<file path="config.mk">
export PLATFORM = sky130hd
export DESIGN_NAME = fp_accum_ctrl
export DESIGN_NICKNAME = d
export VERILOG_FILES = /design/src/rtl/fp_accum_ctrl_pkg.sv /design/src/rtl/fp_accum_ctrl.sv
export SDC_FILE = /design/constraint.sdc
export NUM_CORES = 1
export LEC_CHECK = 0
export ABC_AREA = 1
export CAP_MARGIN = 20
export CORE_MARGIN = 2
export CORE_UTILIZATION = 46
export DETAILED_ROUTE_END_ITERATION = 8
export DONT_BUFFER_PORTS = 1
export MAX_ROUTING_LAYER = met4
export SLEW_MARGIN = 20
export SYNTH_ARGS = -nofsm -noshare
export SYNTH_HDL_FRONTEND = slang
export SYNTH_SLANG_ARGS = --single-unit
</file>
<file path="constraint.sdc">
create_clock -name clk -period 2.6 [get_ports clk]
set_input_delay 0.52 -clock clk [delete_from_list [all_inputs] [get_ports clk]]
set_output_delay 0.52 -clock clk [all_outputs]
set_load 0.02 [all_outputs]
</file>
<file path="src/rtl/fp_accum_ctrl_pkg.sv">
// Shared types and constants for the floating-point accumulation controller.
// Holds the FSM state encoding and the FP16 constants used by the block and its bench.
package fp_accum_ctrl_pkg;

  typedef enum logic [1:0] {
    IDLE     = 2'd0,
    ACCUM    = 2'd1,
    ADD_WAIT = 2'd2,
    OUT      = 2'd3
  } fp_accum_state_t;

  localparam logic [15:0] FP16_ZERO = 16'h0000;
  localparam logic [15:0] FP16_ONE  = 16'h3C00;

endpackage

</file>
<file path="src/rtl/fp_accum_ctrl.sv">
// Sequences an external floating-point adder to sum groups of FP elements in arrival order.
// No arithmetic happens here; operands and results pass through untouched.
module fp_accum_ctrl
  import fp_accum_ctrl_pkg::*;
#(
  parameter int DATA_WIDTH = 16
) (
  input  logic                  clk,
  input  logic                  reset,
  input  logic                  in_valid,
  output logic                  in_ready,
  input  logic [DATA_WIDTH-1:0] in_data,
  input  logic                  in_last,
  output logic                  add_en,
  output logic [DATA_WIDTH-1:0] add_a,
  output logic [DATA_WIDTH-1:0] add_b,
  input  logic                  add_ready,
  input  logic [DATA_WIDTH-1:0] add_result,
  output logic                  out_valid,
  output logic [DATA_WIDTH-1:0] out_data,
  input  logic                  out_ready
);

  fp_accum_state_t       state_q, state_d;
  logic [DATA_WIDTH-1:0] acc_q, acc_d;
  logic [DATA_WIDTH-1:0] add_a_q, add_a_d;
  logic [DATA_WIDTH-1:0] add_b_q, add_b_d;
  logic                  last_q, last_d;
  logic                  in_hs;

  assign in_hs = in_valid && in_ready;

  always_ff @(posedge clk) begin
    if (reset) begin
      state_q <= IDLE;
      acc_q   <= '0;
      add_a_q <= '0;
      add_b_q <= '0;
      last_q  <= 1'b0;
    end else begin
      state_q <= state_d;
      acc_q   <= acc_d;
      add_a_q <= add_a_d;
      add_b_q <= add_b_d;
      last_q  <= last_d;
    end
  end

  // add_ready is only looked at in ADD_WAIT, i.e. only while add_en is high.
  always_comb begin
    state_d = state_q;
    case (state_q)
      IDLE:     if (in_hs) state_d = in_last ? OUT : ACCUM;
      ACCUM:    if (in_hs) state_d = ADD_WAIT;
      ADD_WAIT: if (add_ready) state_d = last_q ? OUT : ACCUM;
      OUT:      if (out_ready) state_d = IDLE;
    endcase
  end

  always_comb begin
    acc_d   = acc_q;
    add_a_d = add_a_q;
    add_b_d = add_b_q;
    last_d  = last_q;
    case (state_q)
      IDLE: begin
        if (in_hs) acc_d = in_data;
      end
      ACCUM: begin
        if (in_hs) begin
          add_a_d = acc_q;
          add_b_d = in_data;
          last_d  = in_last;
        end
      end
      ADD_WAIT: begin
        if (add_ready) acc_d = add_result;
      end
      OUT: begin
        if (out_ready) acc_d = '0;
      end
    endcase
  end

  // in_ready is gated by reset so nothing is offered during the reset cycle.
  always_comb begin
    in_ready  = !reset && ((state_q == IDLE) || (state_q == ACCUM));
    add_en    = (state_q == ADD_WAIT);
    out_valid = (state_q == OUT);
    out_data  = acc_q;
    add_a     = add_a_q;
    add_b     = add_b_q;
  end

endmodule

</file>
After elaboration in Yosys (flattened, before gate mapping)
Index checks and enable logic that the tools add are counted.

word-level totals
  output and inout bits = 51
  flip-flop bits (word level) = 51
  input port bits = 38
  logic and storage cells = 32

operators by class
  multiplexer cells = 11
  equal/unequal tests = 7
  reduce and logical (&&, ||, !) cells = 9

operator list
  cell                                                                     number
  16-bit two-way mux                                                       3
  16-bit one-hot mux with 3 select lines                                   1
  2-bit two-way mux                                                        6
  2-bit one-hot mux with 4 select lines                                    1
  4-bit AND reduction                                                      2
  2-bit equality test, second input constant                               2
  2-bit by 1-bit inequality test with 1-bit output, second input constant  2
  2-bit inequality test, second input constant                             2
  3-bit nonzero test                                                       1
  2-bit by 1-bit equality test with 1-bit output, second input constant    1
  1-bit logical AND                                                        2
  2-bit logical NOT                                                        1
  2-bit AND reduction                                                      1
  1-bit logical NOT                                                        1
  1-bit logical OR                                                         1

Longest topological paths before layout
  depth in word-level cells = 6
  depth in mapped cells = 8
  mapped depth without buffers = 7

Worst setup path after synthesis
No wires, ideal clock.

  kind = in2reg
  start point = input port reset
  end point = register add_b_q[11], in the netlist add_b[11]
  data arrival time = 1.372 ns
  path buffers = 2
  cell stages on the path = 6
  required time = 2.481 ns
  library setup time = 0.119 ns
  setup slack = 1.108 ns
  path through = nor2_2 > nand3_1 > buf_2 > buf_6 > o21ai_0 > a21oi_1

between the ends
  longest elaborated chain between the ends = 4

ends and longest elaborated chain
  item                                  line                 source
  start: declaration                    fp_accum_ctrl.sv:9   input logic reset,
  1-bit logical NOT                     fp_accum_ctrl.sv:87  in_ready = !reset && ((state_q == IDLE) || (state_q == ACCUM));
  1-bit logical AND                     fp_accum_ctrl.sv:87
  1-bit logical AND                     fp_accum_ctrl.sv:31  assign in_hs = in_valid && in_ready;
  2-bit AND reduction (no source line)  n/a
  end signal: assignment                fp_accum_ctrl.sv:38  add_b_q <= '0;
  end signal: assignment                fp_accum_ctrl.sv:44  add_b_q <= add_b_d;
  end: declaration                      fp_accum_ctrl.sv:27  logic [DATA_WIDTH-1:0] add_b_q, add_b_d;

Several ways; a longest one is shown, not always the timed one.
A chain may end at the register's enable or synchronous reset.

Worst setup path after layout
  start point = register state_q[0]
  end point = output port add_en

between the ends
  longest elaborated chain between the ends = 1

ends and longest elaborated chain
  item                      line                 source
  start: declaration        fp_accum_ctrl.sv:24  fp_accum_state_t state_q, state_d;
  start signal: assignment  fp_accum_ctrl.sv:41  state_q <= state_d;
  2-bit equality test       fp_accum_ctrl.sv:88  add_en = (state_q == ADD_WAIT);
  end: declaration          fp_accum_ctrl.sv:14  output logic add_en,

No other way between the ends.

==> results.json <==
{
  "status": "complete, no violations",
  "critPathMaxStageDelay_ps": 390,
  "clock-sinks": 51,
  "synth-async-reset-ratio_pct": 0,
  "ys_seq_elements": 51,
  "worst_ir_drop_vdd_mv": 0.2611,
  "die_h_um": 74.21,
  "r2r_start": "state_q[1]",
  "wirelength_um": 5125,
  "cp_top_family": "buffers and inverters",
  "worstRegToRegCells": 5,
  "via_per_inst": 4.997,
  "syn_to_final_growth_pct": 4.305,
  "path_cells": "inv_2 -> nand2_1 -> inv_1",
  "clkTransAtPathRegs_ps": 90,
  "overflow": 0,
  "antenna_found_initial": 0,
  "worstSetupPathType": "flip-flop to output port",
  "synth_nets": 365,
  "htreeDepth": 2,
  "portBuffers": 0,
  "vias": 1919,
  "synth_edf_count": 0,
  "core_um2": 4723,
  "cts_buffers": 5,
  "rsz0062_at_grt": "false",
  "clk_latency_ps": 290,
  "synth_ff_type": "dfxtp_1",
  "p_leak_uw": 0.001022,
  "finalMaxSlewViolations": 0,
  "synth_common_cells": "inv_1 (54), nand2_1 (54), a21oi_1 (51), dfxtp_1 (51), nand3_1 (35)",
  "dieArea_um2": 5506,
  "cp-end-kind": "output port",
  "gp_congestion": 0.7632,
  "cts_resized": 0,
  "postSynthCellCount": 327,
  "clock.fmax_ghz": 0.5640,
  "drc": 0,
  "cts_root_buffer": "clkbuf_8",
  "power_density_nw_per_um2": 735.6,
  "cts_tree": "done",
  "hold_end": "state_q[1]",
  "cp_data_arrival_time_ps": 1250,
  "placed_cell_area_um2": 2262,
  "maxCapViolCount": 0,
  "hold_violations": 0,
  "synth_largest_area_cell": "dfxtp_1",
  "dr.pass1.iters": 4,
  "crit_buf_inv": 2,
  "yosysSeqAreaShare_pct": 45.03,
  "cts_setup_buffers": 0,
  "hold_class": "input port to flip-flop",
  "antenna_left": 0,
  "ys_warn_count": 0,
  "period_share_pct": 68.19,
  "final.min_clock_period_ps": 1773,
  "yosysTopAreaCellShare_pct": 45.03,
  "critPathMaxFanout": 19,
  "setup_viol": 0,
  "die_w_um": 74.21,
  "slowest_stage": "dfxtp_1",
  "stdcell_area_um2": 2365,
  "worst_r2r_endpoint": "add_b[9]",
  "relSlewSlack_pct": 62.46,
  "design.portCount": 89,
  "synth_area_leaders": "dfxtp_1 (45%), a21oi_1 (11%), inv_1 (8.9%)",
  "start_kind": "flip-flop",
  "dp_hpwl_um": 3664,
  "worstPathRequired_ps": 2080,
  "finClkSkew_ps": 4.888,
  "hold_depth": 1,
  "r2r_slack_ps": 850,
  "grt_pass1_vias": 1856,
  "drt_iter0_drc": 93,
  "syn_avg_cell_area_um2": 6.933,
  "netlist-cell-type-count": 17,
  "num_rows": 25,
  "grt_pass1_wl_um": 8480,
  "layout-drive-gt1-share_pct": 5.363,
  "hold_buffers": 0,
  "start_util_pct": 48.00,
  "wl_per_cell_um": 13.35,
  "grt_usage_pct": 20.50,
  "setup_tns_ps": 0,
  "tightestPinTransition_ps": 561.1,
  "min_from": "reset",
  "grt_max_degree": 34,
  "netlist_area_um2": 2267,
  "diodes": 0,
  "fin_nets": 355,
  "clk_path_buf_depth": 2
}
==> layer usage <==
layer / wire (um) / vias to the layer above / GRT usage, %
li1: - / 1008 / -
met2: 2389 / 61 / 32.54
met3: 416 / 10 / 6.233
met1: 2225 / 840 / 24.98
met4: 93 / 0 / 6.465
met5: 0 / - / -
==> cell families after synthesis <==
kind of cell	share of synthesized area, %
buffers and inverters	15.29
AO/OA/AOI/OAI	18.98
AND/OR/NAND/NOR	20.70
flip-flops	45.03
==> layout make-up <==
class	count	area [um2]
clock buffer	6	72.57
inverter	57	215.2
timing repair buffer	5	37.54
sequential	51	1021
multi-input combinational	197	904.6
clock inverter	1	30.03
fill	511	2359
tap	67	83.83
==> flip-flops by register name, summed over array words and instances, names as in the netlist <==
| register | count |
|---|---|
| add_a | 16 |
| add_b | 16 |
| out_data | 16 |
| state_q | 2 |
| last_q | 1 |
==> cell usage in the layout, fill, tap and decap left out, drive strengths merged <==
cell,netlist,final
nand2,55,55
clkinv,1,1
nand3,35,35
bufinv,0,1
buf,15,5
dfxtp,51,51
clkbuf,7,6
nor2,20,20
inv,56,56
a21oi,51,51
nand3b,1,1
o21ai,35,35
==> where the power goes <==
part	switching, uW	internal, uW	leakage [uW]
logic	161	86.3	0.000554
clock network	243	282	0.0000513
registers	124	844	0.000416
total	527	1210	0.00102
==> worst max path at each step <==
stage                      endpoint  slack [ps]  cells past startpoint        from
after floorplan           add_b[11]        1110                      6       reset
after global placement    add_b[15]         710                      5       reset
after detailed placement   add_b[9]         680                      5       reset
after CTS                    add_en         830                      3  state_q[0]
after global routing       add_b[2]         600                      5  state_q[1]
final                        add_en         830                      3  state_q[0]
==> metrics by stage <==
step / std cells / hold WS, ps / util [%] / setup slack, ps / total power [uW]
6_report: 384 / 281.0 / 50.07 / 827.1 / 1740
5_1_grt: 384 / 256.8 / 50.07 / 601.0 / 1847
4_1_cts: 384 / 266.2 / 50.07 / 830.1 / 1767
3_5_place_dp: 377 / 456.9 / 47.89 / 681.5 / 1236
3_3_place_gp: 377 / 448.4 / 47.89 / 711.9 / 1233
2_1_floorplan: 327 / 429.8 / - / 1108 / 1192
No activity file was read; power rests on OpenSTA's default activity.
